<file path="config.mk">
export PLATFORM = sky130hd
export DESIGN_NAME = machine_line_decoder
export DESIGN_NICKNAME = d
export VERILOG_FILES = /design/src/rtl/machine_pkg.sv /design/src/rtl/ascii_decimal_accumulator.sv /design/src/rtl/machine_line_decoder.sv
export SDC_FILE = /design/constraint.sdc
export NUM_CORES = 1
export LEC_CHECK = 0
export ABC_AREA = 1
export BUFFER_PORTS_ARGS = -buffer_cell sky130_fd_sc_hd__buf_2
export CAP_MARGIN = 10
export CORE_UTILIZATION = 60
export DETAILED_ROUTE_END_ITERATION = 8
export PLACE_DENSITY = 0.82
export SYNTH_ARGS = -nofsm -noshare
export SYNTH_HDL_FRONTEND = slang
export SYNTH_SLANG_ARGS = --single-unit
</file>
<file path="constraint.sdc">
create_clock -name clk -period 3.36 [get_ports clk]
set_input_delay 0.504 -clock clk [delete_from_list [all_inputs] [get_ports clk]]
set_output_delay 0.504 -clock clk [all_outputs]
set_load 0.03 [all_outputs]
</file>
<file path="src/rtl/machine_pkg.sv">
// Shared constants and types for the machine line decoder.
// Latency: n/a (package only).
// Backpressure: n/a (package only).
package machine_pkg;

    localparam int unsigned DEFAULT_MAX_WIRING_WIDTH   = 10;
    localparam int unsigned DEFAULT_MAX_BUTTON_WIRINGS = 13;

    // ASCII bytes recognised by the parser
    localparam logic [7:0] ASCII_LBRACKET = 8'h5B;  // '['
    localparam logic [7:0] ASCII_RBRACKET = 8'h5D;  // ']'
    localparam logic [7:0] ASCII_LPAREN   = 8'h28;  // '('
    localparam logic [7:0] ASCII_RPAREN   = 8'h29;  // ')'
    localparam logic [7:0] ASCII_LBRACE   = 8'h7B;  // '{'
    localparam logic [7:0] ASCII_RBRACE   = 8'h7D;  // '}'
    localparam logic [7:0] ASCII_COMMA    = 8'h2C;  // ','
    localparam logic [7:0] ASCII_DOT      = 8'h2E;  // '.'
    localparam logic [7:0] ASCII_HASH     = 8'h23;  // '#'
    localparam logic [7:0] ASCII_LF       = 8'h0A;  // '\n'
    localparam logic [7:0] ASCII_CR       = 8'h0D;  // '\r'
    localparam logic [7:0] ASCII_SPACE    = 8'h20;  // ' '
    localparam logic [7:0] ASCII_ZERO     = 8'h30;  // '0'
    localparam logic [7:0] ASCII_NINE     = 8'h39;  // '9'

    typedef enum logic [2:0] {
        LINE_START,
        LIGHTS,
        GAP,
        BUTTON,
        JOLTAGE,
        DONE
    } decoder_state_t;

endpackage

</file>
<file path="src/rtl/ascii_decimal_accumulator.sv">
// Decimal accumulator for button indices: acc = acc*10 + digit, saturating at 255.
// Latency: accumulated value visible the cycle after the digit is accepted.
// Backpressure: none; every qualified byte is consumed.
module ascii_decimal_accumulator
    import machine_pkg::*;
(
    input  logic       clk,
    input  logic       rst,
    input  logic       i_valid,
    input  logic       i_enable,
    input  logic       i_clear,
    input  logic [7:0] i_data,
    output logic       o_is_digit,
    output logic [7:0] o_acc,
    output logic       o_has_digit
);

    logic [7:0]  r_acc;
    logic        r_has_digit;
    logic [11:0] w_sum;

    assign o_is_digit  = (i_data >= ASCII_ZERO) && (i_data <= ASCII_NINE);
    // low nibble of an ASCII digit is its value
    assign w_sum       = 12'(r_acc) * 12'd10 + 12'(i_data[3:0]);
    assign o_acc       = r_acc;
    assign o_has_digit = r_has_digit;

    // accumulate digits, clear on separators, saturate on overflow
    always_ff @(posedge clk) begin
        if (rst) begin
            r_acc       <= 8'd0;
            r_has_digit <= 1'b0;
        end else if (i_valid && i_clear) begin
            r_acc       <= 8'd0;
            r_has_digit <= 1'b0;
        end else if (i_valid && i_enable && o_is_digit) begin
            r_acc       <= (w_sum > 12'd255) ? 8'hFF : w_sum[7:0];
            r_has_digit <= 1'b1;
        end
    end

endmodule

</file>
<file path="src/rtl/machine_line_decoder.sv">
// Parses ASCII machine lines into a target word followed by one mask per button.
// Latency: each output appears 1 cycle after its causing byte (line close after a final word: +2).
// Backpressure: none; input is always accepted, DONE swallows everything until rst.
module machine_line_decoder
    import machine_pkg::*;
#(
    parameter int MAX_WIRING_WIDTH   = DEFAULT_MAX_WIRING_WIDTH,
    parameter int MAX_BUTTON_WIRINGS = DEFAULT_MAX_BUTTON_WIRINGS
) (
    input  logic                        clk,
    input  logic                        rst,
    input  logic                        inbound_valid,
    input  logic [7:0]                  inbound_data,
    input  logic                        inbound_last,
    output logic                        end_of_file,
    output logic                        end_of_line,
    output logic                        wiring_valid,
    output logic [MAX_WIRING_WIDTH-1:0] wiring_data,
    output logic                        decode_error
);

    localparam int IDX_W = $clog2(MAX_WIRING_WIDTH + 1);
    typedef logic [MAX_WIRING_WIDTH-1:0] wiring_t;

    localparam logic [IDX_W-1:0] LIGHT_LIMIT = IDX_W'(MAX_WIRING_WIDTH);
    localparam logic [7:0]       ACC_LIMIT   = 8'(MAX_WIRING_WIDTH);
    localparam logic [7:0]       BTN_LIMIT   = 8'(MAX_BUTTON_WIRINGS);

    decoder_state_t   r_state;
    logic [IDX_W-1:0] r_light_idx;
    wiring_t          r_mask;
    logic [7:0]       r_btn_cnt;
    logic             r_emitted;
    logic             r_eol_pend;
    logic             r_eof_pend;
    logic             r_eof;
    logic             r_eol;
    logic             r_wvld;
    wiring_t          r_wdat;
    logic             r_err;

    logic             w_byte_vld;
    logic             w_is_digit;
    logic [7:0]       w_acc;
    logic             w_has_digit;
    logic             w_acc_clear;
    logic             w_index_ok;
    wiring_t          w_index_bit;
    wiring_t          w_light_bit;
    logic             w_emit_word;
    logic             w_closes_line;
    logic             w_line_open;

    assign w_byte_vld  = inbound_valid && (r_state != DONE);
    assign w_acc_clear = ((r_state == GAP) && (inbound_data == ASCII_LPAREN)) ||
                         ((r_state == BUTTON) &&
                          ((inbound_data == ASCII_COMMA) || (inbound_data == ASCII_RPAREN)));

    ascii_decimal_accumulator u_acc (
        .clk         (clk),
        .rst         (rst),
        .i_valid     (w_byte_vld),
        .i_enable    (r_state == BUTTON),
        .i_clear     (w_acc_clear),
        .i_data      (inbound_data),
        .o_is_digit  (w_is_digit),
        .o_acc       (w_acc),
        .o_has_digit (w_has_digit)
    );

    // an index is usable only if digits were seen and it names an existing light
    assign w_index_ok  = w_has_digit && (w_acc < ACC_LIMIT);
    assign w_index_bit = w_index_ok ? (wiring_t'(1) << w_acc) : '0;
    assign w_light_bit = wiring_t'(1) << r_light_idx;

    // line-level bookkeeping needed when the final byte of the file arrives
    assign w_emit_word   = ((r_state == LIGHTS) && (inbound_data == ASCII_RBRACKET)) ||
                           ((r_state == BUTTON) && (inbound_data == ASCII_RPAREN));
    assign w_closes_line = ((r_state == LINE_START) || (r_state == GAP)) &&
                           (inbound_data == ASCII_LF);
    assign w_line_open   = (r_emitted || w_emit_word) && !w_closes_line;

    // parser FSM with registered outputs
    always_ff @(posedge clk) begin
        if (rst) begin
            r_state     <= LINE_START;
            r_light_idx <= '0;
            r_mask      <= '0;
            r_btn_cnt   <= 8'd0;
            r_emitted   <= 1'b0;
            r_eol_pend  <= 1'b0;
            r_eof_pend  <= 1'b0;
            r_eof       <= 1'b0;
            r_eol       <= 1'b0;
            r_wvld      <= 1'b0;
            r_wdat      <= '0;
            r_err       <= 1'b0;
        end else begin
            r_wvld <= 1'b0;
            r_eol  <= 1'b0;
            r_eof  <= 1'b0;
            // deferred line/file closure after a final word on an unterminated line
            if (r_eol_pend) begin
                r_eol      <= 1'b1;
                r_eol_pend <= 1'b0;
                r_eof_pend <= 1'b1;
            end
            if (r_eof_pend) begin
                r_eof      <= 1'b1;
                r_eof_pend <= 1'b0;
            end
            if (w_byte_vld) begin
                case (r_state)
                    LINE_START, GAP: begin
                        if ((r_state == LINE_START) && (inbound_data == ASCII_LBRACKET)) begin
                            r_state     <= LIGHTS;
                            r_light_idx <= '0;
                            r_mask      <= '0;
                        end else if ((r_state == GAP) && (inbound_data == ASCII_LPAREN)) begin
                            r_state <= BUTTON;
                            r_mask  <= '0;
                        end else if (inbound_data == ASCII_LBRACE) begin
                            r_state <= JOLTAGE;
                        end else if (inbound_data == ASCII_LF) begin
                            r_state   <= LINE_START;
                            r_eol     <= r_emitted;
                            r_emitted <= 1'b0;
                            r_btn_cnt <= 8'd0;
                        end else if ((inbound_data != ASCII_SPACE) && (inbound_data != ASCII_CR)) begin
                            r_err <= 1'b1;
                        end
                    end
                    LIGHTS: begin
                        if ((inbound_data == ASCII_HASH) || (inbound_data == ASCII_DOT)) begin
                            if (r_light_idx < LIGHT_LIMIT) begin
                                if (inbound_data == ASCII_HASH) begin
                                    r_mask <= r_mask | w_light_bit;
                                end
                                r_light_idx <= r_light_idx + IDX_W'(1);
                            end else begin
                                r_err <= 1'b1;
                            end
                        end else if (inbound_data == ASCII_RBRACKET) begin
                            r_wvld    <= 1'b1;
                            r_wdat    <= r_mask;
                            r_emitted <= 1'b1;
                            r_state   <= GAP;
                        end else begin
                            r_err <= 1'b1;
                        end
                    end
                    BUTTON: begin
                        if ((inbound_data == ASCII_COMMA) || (inbound_data == ASCII_RPAREN)) begin
                            r_mask <= r_mask | w_index_bit;
                            if (!w_index_ok) begin
                                r_err <= 1'b1;
                            end
                            if (inbound_data == ASCII_RPAREN) begin
                                r_wvld    <= 1'b1;
                                r_wdat    <= r_mask | w_index_bit;
                                r_emitted <= 1'b1;
                                r_state   <= GAP;
                                if (r_btn_cnt != 8'hFF) begin
                                    r_btn_cnt <= r_btn_cnt + 8'd1;
                                end
                                if (r_btn_cnt >= BTN_LIMIT) begin
                                    r_err <= 1'b1;
                                end
                            end
                        end else if (!w_is_digit) begin
                            r_err <= 1'b1;
                        end
                    end
                    JOLTAGE: begin
                        if (inbound_data == ASCII_RBRACE) begin
                            r_state <= GAP;
                        end else if (!w_is_digit && (inbound_data != ASCII_COMMA)) begin
                            r_err <= 1'b1;
                        end
                    end
                    default: begin
                    end
                endcase
                // final byte: close any open line, then report end of file and park
                if (inbound_last) begin
                    r_state <= DONE;
                    if (w_line_open) begin
                        if (w_emit_word) begin
                            r_eol_pend <= 1'b1;
                        end else begin
                            r_eol      <= 1'b1;
                            r_eof_pend <= 1'b1;
                        end
                    end else begin
                        r_eof <= 1'b1;
                    end
                end
            end
        end
    end

    assign end_of_file  = r_eof;
    assign end_of_line  = r_eol;
    assign wiring_valid = r_wvld;
    assign wiring_data  = r_wdat;
    assign decode_error = r_err;

endmodule

</file>
==> results of run 1 <==
final cells by class:
cell class,instances,area (sq um)
timing repair buffer,26,132.6
fill,541,1929
clock inverter,2,38.79
tap,75,93.84
inverter,97,366.6
clock buffer,6,72.57
sequential,51,1021
multi-input combinational,469,2441
flip-flops by register name (all words and copies together) (netlist names), 3 cells and up:
register     cells
wiring_data     10
u_acc.o_acc      8
r_mask          10
r_light_idx      4
r_state          3
r_btn_cnt        8
power breakdown:
part,internal [W],leakage (nW),switching (W)
Sequential,0.000652,0.413,0.0000425
Clock,0.000225,0.0558,0.000213
Combinational,0.000142,1.60,0.000330
placed cells by master (no fill, tap or decap), drive strengths merged:
| cell type | instances |
|---|---|
| fa | 2 |
| a211oi | 1 |
| o211ai | 5 |
| inv | 97 |
| nor4 | 3 |
| nor2 | 97 |
| xnor2 | 5 |
| clkbuf | 6 |
| o221ai | 1 |
| bufinv | 1 |
| o21a | 2 |
| o21bai | 1 |
| clkinv | 1 |
| ha | 24 |
| nor3 | 11 |
| a21oi | 41 |
| buf | 26 |
| xor2 | 2 |
| nand3b | 2 |
| a31oi | 3 |
| nand2 | 169 |
| o21ai | 33 |
| nand4 | 18 |
| dfxtp | 51 |
| nand3 | 49 |
per-stage QoR:
step	area [sq um]	cells	setup WS (ps)
2_1_floorplan	3887	627	922.5
3_3_place_gp	4055	718	732.2
3_5_place_dp	4055	718	578.1
4_1_cts	4167	726	562.2
5_1_grt	4167	726	296.1
6_report	4167	726	542.3
metal layers:
metal,vias to the layer above,track usage,wire [um]
li1,2057,-,-
met2,137,0.5198,4442
met1,1853,0.3738,4357
met3,21,0.05604,531
met5,-,0,0
met4,0,0.1086,199
final timing paths:
check | to | slack [ps] | cells past startpoint
setup reg to reg | u_acc.o_acc[6] | 540 | 10
hold / removal | u_acc.o_has_digit | 460 | 2
setup / recovery | u_acc.o_acc[6] | 540 | 10
hold reg to reg | u_acc.o_has_digit | 460 | 2
critical path, stage by stage (launching register included):
cell and delay, ps:
dfxtp_1 520, ha_1 310, ha_1 240, fa_1 540, nand3_1 130, nor2_1 140, nand3_1 80, a21oi_1 470
nand3_1 160, nand2_1 100, inv_1 40
cells by family (layout without fill, tap and decap cells):
family	count (synthesis)	in the layout	share of synthesized area
buf+inv	107	131	0.1094
simple gates	349	349	0.4001
fa+ha+maj	26	26	0.08755
flops	51	51	0.2626
xor+xnor	7	7	0.01577
compound gates	87	87	0.1246
==> metrics.csv, run 1 <==
stage;metric;value;unit
placed_design;globalplace.congestion;0.9360;
timing;holdWs;461.2;ps
timing;relSlewSlack;0.6034;
job;drv_cap;0;
finish;layout-drive-gt1-share;0.09677;
timing;max_freq;354.9;MHz
critical_path;startpoint;u_acc.o_acc[1];
timing;finalSetupTns;0;ps
drt;num_vias;4068;
finish;postLayoutCoreUtil;0.6835;
critical_path;cp-end-kind;flip-flop;
drt;drt-initial-drc-count;252;
critical_path;reg2reg_from;u_acc.o_acc[1];
timing;setup_viol;0;
synth;async_reset_ff_frac;0;
clock_network;clkTransAtPathRegs;100;ps
drt;first_pass_iters;5;
placed_design;dp_hpwl;7259;um
clock_network;post-cts-setup-buffers;0;
critical_path;startpoint_type;flip-flop;
power_and_ir_drop;finalPower;0.001605;W
timing;rsz0062_at_grt;false;
timing;slew_viol_final;0;
global_route;grt_first_pass_wirelength;15860;um
global_route;first_global_vias;3642;
clock_network;numCtsBuffers;5;
worst_hold_path;hp-class;reg2reg;
global_route;antenna_found_initial;0;
synth;synth_warnings;0;
synth;yosysMostFrequentCell;nand2_1;
timing;hold_viol;0;
synth;syn_area;0.003887;sq mm
critical_path;crit_fanout;8;
clock_network;clock_latency;310;ps
floorplanning;std_cell_rows;28;
clock_network;cts_hold_buf;0;
power_and_ir_drop;p_leak;2.073;nW
global_route;grt_max_degree;22;
synth;yosysSeqAreaShare;0.2626;
finish;nets;688;
worst_hold_path;hp-start;u_acc.o_has_digit;
drt;vias_per_cell;5.603;
finish;syn_to_final_growth;7.177;%
synth;ys.flop_type;dfxtp_1;
clock_network;cts_max_level;2;
timing;worstMarginPinSlew;590.3;ps
drt;avgRoutedWirePerCell;13.13;um
drt;ant_nets;0;
clock_network;cts_resized;0;
clock_network;cts_tree;yes;
synth;synth_nets;665;
timing;skew;12.64;ps
critical_path;crit_type;reg2reg;
critical_path;arrival;3040;ps
floorplanning;die_area;0.006805;sq mm
floorplanning;die_h;82.50;um
synth;synth_commonest_cells;163 x nand2_1, 90 x nor2_1, 88 x inv_1;
synth;synth_edf_count;0;
global_route;groute.usage.overall;0.3018;
synth;synth_area_leaders;dfxtp_1 26%, nand2_1 16%, nor2_1 8.7%;
status;status;finished clean;
floorplanning;io_pins;26;
clock_network;cts.sinks;51;
floorplanning;initial_utilization;0.6377;
critical_path;crit_required;3580;ps
global_route;grt-ovfl-total;0;
clock_network;root_buffer;clkbuf_8;
drt;totalWireLength;9531;um
synth;syn_area_per_cell;6.200;sq um
floorplanning;coreArea;0.006096;sq mm
clock_network;clockBufferDepth;2;
floorplanning;die_x;82.50;um
timing;period_share;0.8386;
placed_design;io_buffers;25;
synth;ys_ff_latch;51;
synth;netlist_instances;627;
synth;yosysTopAreaCell;dfxtp_1;
synth;yosysTopAreaCellShare;0.2626;
power_and_ir_drop;p_per_area;385.2;mW/mm^2
timing;min_period;2818;ps
synth;ys_types;39;
finish;antenna_cells;0;
power_and_ir_drop;ir_drop;0.3645;mV
drt;drc;0;
Power figures use the tool's default switching activity.
==> run 2: changes to the inputs <==
clock period = 2.94 ns   (was 3.36 ns; I/O delays follow)
==> metrics.csv, run 2 (synthesis gave the netlist of run 1 again) <==
stage;metric;value;unit;change
finish;final_cell_mix;163 x nand2_1, 90 x nor2_1, 88 x inv_1;;unchanged
timing;min_period;2558;ps;was 2818 ps
floorplanning;initial_utilization;0.6377;;unchanged
placed_design;dp_hpwl;7429;um;was 7259 um
clock_network;cts_max_level;2;;unchanged
floorplanning;coreArea;0.006096;sq mm;unchanged
power_and_ir_drop;finalPower;0.001805;W;was 0.001605 W
clock_network;numCtsBuffers;5;;unchanged
critical_path;arrival;2770;ps;was 3040 ps
global_route;antenna_found_initial;0;;unchanged
timing;skew;10.41;ps;was 12.64 ps
critical_path;cp-end-kind;flip-flop;;unchanged
power_and_ir_drop;ir_drop;0.2945;mV;was 0.3645 mV
floorplanning;io_pins;26;;unchanged
clock_network;clkTransAtPathRegs;100;ps;about the same
critical_path;reg2reg_depth;11;;was 10
drt;num_vias;4035;;was 4068
timing;period_share;0.8702;;was 0.8386
clock_network;cts.sinks;51;;unchanged
global_route;grt_max_degree;22;;unchanged
worst_hold_path;hp-class;reg2reg;;unchanged
drt;totalWireLength;9715;um;was 9531 um
power_and_ir_drop;internal_power;0.001126;W;was 0.001019 W
clock_network;root_buffer;clkbuf_8;;unchanged
finish;syn_to_final_growth;7.370;%;was 7.177%
power_and_ir_drop;power.share.clock;0.257;;was 0.273
clock_network;cts_resized;0;;unchanged
drt;drt-initial-drc-count;231;;was 252
worst_hold_path;min_delay_worst_endpoint;u_acc.o_has_digit;;unchanged
placed_design;globalplace.congestion;0.9558;;was 0.9360
floorplanning;die_area;0.006805;sq mm;unchanged
drt;avgRoutedWirePerCell;13.34;um;was 13.13 um
clock_network;cts_hold_buf;0;;unchanged
timing;hold_viol;0;;unchanged
floorplanning;die_x;82.50;um;unchanged
clock_network;clock_latency;310;ps;about the same
timing;rsz0062_at_grt;false;;unchanged
timing;holdWs;458.7;ps;was 461.2 ps
clock_network;cts_tree;yes;;unchanged
global_route;groute.usage.overall;0.3090;;was 0.3018
critical_path;crit_required;3160;ps;was 3580 ps
critical_path;startpoint_type;flip-flop;;unchanged
global_route;grt_first_pass_wirelength;16130;um;was 15860 um
power_and_ir_drop;p_sw;0.0006793;W;was 0.0005857 W
finish;antenna_cells;0;;unchanged
global_route;grt-ovfl-total;0;;unchanged
critical_path;reg2reg_from;u_acc.o_acc[1];;unchanged
critical_path;rr_endpoint;u_acc.o_acc[2];;was u_acc.o_acc[6]
power_and_ir_drop;p_per_area;432.6;mW/mm^2;was 385.2 mW/mm^2
placed_design;io_buffers;25;;unchanged
floorplanning;die_h;82.50;um;unchanged
critical_path;crit_fanout;8;;unchanged
worst_hold_path;hp-start;u_acc.o_has_digit;;unchanged
drt;ant_nets;0;;unchanged
timing;relSlewSlack;0.6081;;was 0.6034
power_and_ir_drop;p_leak;2.077;nW;was 2.073 nW
global_route;first_global_vias;3749;;was 3642
job;drv_cap;0;;unchanged
timing;slew_viol_final;0;;unchanged
timing;worstMarginPinSlew;583.3;ps;was 590.3 ps
power_and_ir_drop;p_comb_frac;0.304;;was 0.295
finish;layout_commonest_cell;nand2_1;;unchanged
power_and_ir_drop;p_seq_frac;0.439;;was 0.432
finish;nets;690;;was 688
timing;finalSetupTns;0;ps;unchanged
floorplanning;std_cell_rows;28;;unchanged
worst_hold_path;hold_path_depth;2;;unchanged
power_and_ir_drop;sw_frac_of_total;0.3762;;was 0.3650
timing;max_freq;390.9;MHz;was 354.9 MHz
drt;drc;0;;unchanged
drt;first_pass_iters;5;;unchanged
status;status;finished clean;;unchanged
critical_path;rrSetupSlack;380;ps;was 540 ps
drt;vias_per_cell;5.543;;was 5.603
clock_network;clockBufferDepth;2;;unchanged
timing;setup_viol;0;;unchanged
clock_network;post-cts-setup-buffers;0;;unchanged
critical_path;crit_type;reg2reg;;unchanged
finish;layout-drive-gt1-share;0.1011;;was 0.09677
==> run 2: cell count changes in the layout (fill, tap and decap cells not counted) <==
| cell | previous run | this run |
|---|---|---|
| clkbuf_1 | 1 | 0 |
| inv_6 | 1 | 0 |
| buf_4 | 1 | 3 |
| bufinv_16 | 1 | 0 |
| clkbuf_8 | 5 | 7 |
| clkinvlp_4 | 0 | 1 |
==> run 2: how the worst max path moves through the flow <==
stage | depth (start not counted) | from | endpoint | slack (ps)
6_report | 11 | u_acc.o_acc[1] | u_acc.o_acc[2] | 380
5_1_grt | 11 | u_acc.o_acc[1] | u_acc.o_acc[4] | 120
4_1_cts | 11 | u_acc.o_acc[1] | u_acc.o_acc[2] | 390
3_5_place_dp | 11 | u_acc.o_acc[1] | u_acc.o_acc[2] | 400
3_3_place_gp | 11 | u_acc.o_acc[1] | u_acc.o_acc[7] | 530
2_1_floorplan | 10 | u_acc.o_acc[1] | u_acc.o_acc[3] | 500
==> run 2: power by group through the flow <==
stage               logic (W)  registers [W]  clock network (W)
finish               0.000548       0.000793           0.000464
global route         0.000621       0.000800           0.000483
CTS                  0.000538       0.000792           0.000460
detailed placement   0.000532       0.000809                  0
global placement     0.000518       0.000806                  0
floorplan            0.000428       0.000800                  0
==> run 2: routing by layer <==
metal | GRT usage | part of all wire | up-vias
met5 | 0 | 0 | -
met4 | 0.1259 | 0.023 | 0
met3 | 0.03516 | 0.053 | 19
met2 | 0.5455 | 0.48 | 132
met1 | 0.3805 | 0.44 | 1823
li1 | - | - | 2061
==> run 2: critical path, stage by stage (launching register included) <==
cell and delay [ps]:
dfxtp_1 520, ha_1 300, ha_1 230, fa_1 540, nand3_1 130, nor2_1 150
nand3_1 80, a21oi_1 130, buf_4 170, nand3_1 80, nand2_1 80, inv_1 50
==> run 2: area by class of cell <==
class / instances / area (sq um)
multi-input cells: 469 / 2441
fillers: 568 / 1922
flip-flops and latches: 51 / 1021
inverters: 97 / 366.6
repair buffers: 28 / 147.6
clock buffers: 7 / 96.34
well taps: 75 / 93.84
clock inverters: 1 / 7.507
==> run 2: per-stage QoR <==
step           utilization  instance area, sq um  instances  worst slack [ps]
4_1_cts             0.6847                  4174        728             388.9
3_5_place_dp        0.6677                  4070        720             399.7
6_report            0.6847                  4174        728             381.6
5_1_grt             0.6847                  4174        728             120.2
3_3_place_gp        0.6677                  4070        720             533.9
2_1_floorplan            -                  3887        627             502.5
==> run 3: changes to the inputs <==
--- a/config.mk
+++ b/config.mk
@@ -9,7 +9,8 @@
 export BUFFER_PORTS_ARGS = -buffer_cell sky130_fd_sc_hd__buf_2
 export CAP_MARGIN = 10
-export CORE_UTILIZATION = 60
+export CORE_UTILIZATION = 56
 export DETAILED_ROUTE_END_ITERATION = 8
-export PLACE_DENSITY = 0.82
+export MAX_ROUTING_LAYER = met4
+export PLACE_DENSITY = 0.81
 export SYNTH_ARGS = -nofsm -noshare
 export SYNTH_HDL_FRONTEND = slang
==> constraint.sdc (replaced) <==
create_clock -name clk -period 2.1 [get_ports clk]
set_input_delay 0.21 -clock clk [delete_from_list [all_inputs] [get_ports clk]]
set_output_delay 0.21 -clock clk [all_outputs]
set_load 0.03 [all_outputs]
==> metrics.csv, run 3 (synthesis gave the netlist of run 1 again) <==
stage;metric;value;unit;change
clock_network;root_buffer;clkbuf_8;;unchanged
clock_network;cts_tree;yes;;unchanged
drt;num_vias;4130;;was 4035
global_route;grt_first_pass_wirelength;16590;um;was 16130 um
finish;final_cell_mix;163 x nand2_1, 89 x nor2_1, 88 x inv_1;;was 163 x nand2_1, 90 x nor2_1, 88 x inv_1
critical_path;crit_slowest_cell;fa_2;;was fa_1
power_and_ir_drop;p_leak;2.151;nW;was 2.077 nW
timing;relSlewSlack;0.6193;;was 0.6081
timing;setup_ws;-121.6;ps;was 381.6 ps
floorplanning;coreArea;0.006756;sq mm;was 0.006096 sq mm
timing;hold_viol;0;;unchanged
clock_network;numCtsBuffers;5;;unchanged
power_and_ir_drop;internal_power;0.001626;W;was 0.001126 W
floorplanning;die_area;0.007280;sq mm;was 0.006805 sq mm
power_and_ir_drop;power.share.clock;0.261;;was 0.257
finish;layout_commonest_cell;nand2_1;;unchanged
finish;antenna_cells;0;;unchanged
power_and_ir_drop;p_seq_frac;0.437;;was 0.439
critical_path;startpoint_type;flip-flop;;unchanged
drt;first_pass_iters;6;;was 5
drt;drt-initial-drc-count;227;;was 231
finish;finish.instance_area;0.004410;sq mm;was 0.004174 sq mm
worst_hold_path;hold_path_depth;2;;unchanged
clock_network;clock_latency;300;ps;was 310 ps
critical_path;crit_fanout;2;;was 8
drt;met1_length;4285;um;was 4307 um
global_route;grt_max_degree;20;;was 22
drt;avgRoutedWirePerCell;13.40;um;was 13.34 um
timing;min_period;2222;ps;was 2558 ps
clock_network;cts.sinks;51;;unchanged
drt;totalWireLength;10030;um;was 9715 um
clock_network;cts_max_level;2;;unchanged
drt;ant_nets;0;;unchanged
power_and_ir_drop;p_comb_frac;0.302;;was 0.304
power_and_ir_drop;sw_frac_of_total;0.3591;;was 0.3762
timing;skew;4.446;ps;was 10.41 ps
clock_network;cts_hold_buf;0;;unchanged
critical_path;reg2reg_depth;10;;was 11
finish;syn_to_final_growth;13.45;%;was 7.370%
floorplanning;die_x;85.32;um;was 82.50 um
placed_design;placed_area;0.004238;sq mm;was 0.004070 sq mm
placed_design;dp_hpwl;7622;um;was 7429 um
placed_design;io_buffers;25;;unchanged
critical_path;crit_required;2310;ps;was 3160 ps
drt;vias_per_cell;5.521;;was 5.543
timing;period_share;1.058;;was 0.8702
timing;slew_viol_final;0;;unchanged
finish;nets;706;;was 690
floorplanning;initial_utilization;0.5754;;was 0.6377
placed_design;globalplace.congestion;0.9970;;was 0.9558
drt;drc;0;;unchanged
critical_path;path_cells;ha_4, ha_4, fa_2, nand3_4, buf_4, buf_4, xnor2_1, nand3_1, nand2_1, inv_1;;was ha_1, ha_1, fa_1, nand3_1, nor2_1, nand3_1, a21oi_1, buf_4, nand3_1, nand2_1, inv_1
drt;dr_wl_met2;5001;um;was 4670 um
drt;wl_met3;517;um;was 512 um
timing;worstMarginPinSlew;565.9;ps;was 583.3 ps
status;status;finished, violations left;;was finished clean
job;drv_cap;0;;unchanged
global_route;groute.usage.overall;0.2880;;was 0.3090
finish;layout-drive-gt1-share;0.1437;;was 0.1011
timing;rsz0062_at_grt;true;;was false
critical_path;max_stage_delay;560;ps;was 540 ps
power_and_ir_drop;p_per_area;575.2;mW/mm^2;was 432.6 mW/mm^2
timing;setup_viol;8;;was 0
power_and_ir_drop;ir_drop;0.3269;mV;was 0.2945 mV
power_and_ir_drop;p_sw;0.0009110;W;was 0.0006793 W
critical_path;cp-end-kind;flip-flop;;unchanged
clock_network;clkTransAtPathRegs;90;ps;was 100 ps
drt;top_layer;met4;;unchanged
global_route;antenna_found_initial;0;;unchanged
global_route;first_global_vias;3896;;was 3749
status;violations;setup timing;;
power_and_ir_drop;finalPower;0.002537;W;was 0.001805 W
global_route;grt-ovfl-total;0;;unchanged
floorplanning;io_pins;26;;unchanged
floorplanning;die_h;85.32;um;was 82.50 um
clock_network;clockBufferDepth;2;;unchanged
timing;max_freq;450.1;MHz;was 390.9 MHz
critical_path;crit_type;reg2reg;;unchanged
worst_hold_path;hp-class;in2reg;;was reg2reg
floorplanning;std_cell_rows;30;;was 28
critical_path;arrival;2430;ps;was 2770 ps
## run 3: changes by cell type in the layout (fill, tap and decap cells not counted), sizes merged
cell	previous run	this run
bufinv	0	1
buf	28	44
clkbuf	7	6
clkinvlp	1	0
## run 3: repair_timing
action                                  CTS  global route
setup buffers                             1             1
pin swaps                                 8             1
endpoints found under the setup margin    8             8
resized for setup                         1            10
## run 3: cell type report
type	instances	area [sq um]
Clock buffer	6	72.57
Multi-Input combinational cell	469	2545
Fill cell	625	2346
Timing Repair Buffer	44	267.8
Sequential cell	51	1028
Inverter	97	366.6
Clock inverter	1	30.03
Tap cell	80	100.1
## run 3: power groups by stage
stage	sequential (W)	clock, W	combinational, W
final	0.00111	0.000662	0.000767
after global routing	0.00112	0.000715	0.000877
after CTS	0.00111	0.000671	0.000754
after detailed placement	0.00113	0	0.000749
after global placement	0.00113	0	0.000729
after floorplan	0.00112	0	0.000599
## run 3: per-stage QoR
| stage | TNS [ps] | setup WS (ps) | cells | hold WS [ps] | utilization |
|---|---|---|---|---|---|
| final | -894.1 | -121.6 | 748 | 282.5 | 0.6528 |
| after global routing | -1465 | -237.6 | 748 | 291.3 | 0.6528 |
| after CTS | -388.9 | -55.84 | 747 | 271.2 | 0.6441 |
| after detailed placement | -1159 | -154.2 | 739 | 452.4 | 0.6272 |
| after global placement | -586.1 | -80.71 | 739 | 443.4 | 0.6272 |
| after floorplan | -341.0 | -44.57 | 627 | 407.6 | - |
## run 3: path summary, 6_finish.rpt
path	from	slack (ps)	endpoint
setup reg to reg	u_acc.o_acc[1]	-120	u_acc.o_acc[6]
setup / recovery	u_acc.o_acc[1]	-120	u_acc.o_acc[6]
hold / removal	rst	280	wiring_data[4]
hold reg to reg	wiring_data[7]	470	wiring_data[7]
## run 3: critical path: cells and delay by family, from the launching register on
family	cells	cell delay, ps
xor gates and xnor gates	1	190
adders and majority gates	3	980
DFF	1	370
and+or+nand+nor	3	280
buffers and inverters	3	320
## run 3: per-layer routing
metal	GRT usage	vias to the layer above
met5	-	-
met3	0.04183	25
met4	0.08485	0
met1	0.3327	1882
li1	-	2092
met2	0.5169	131
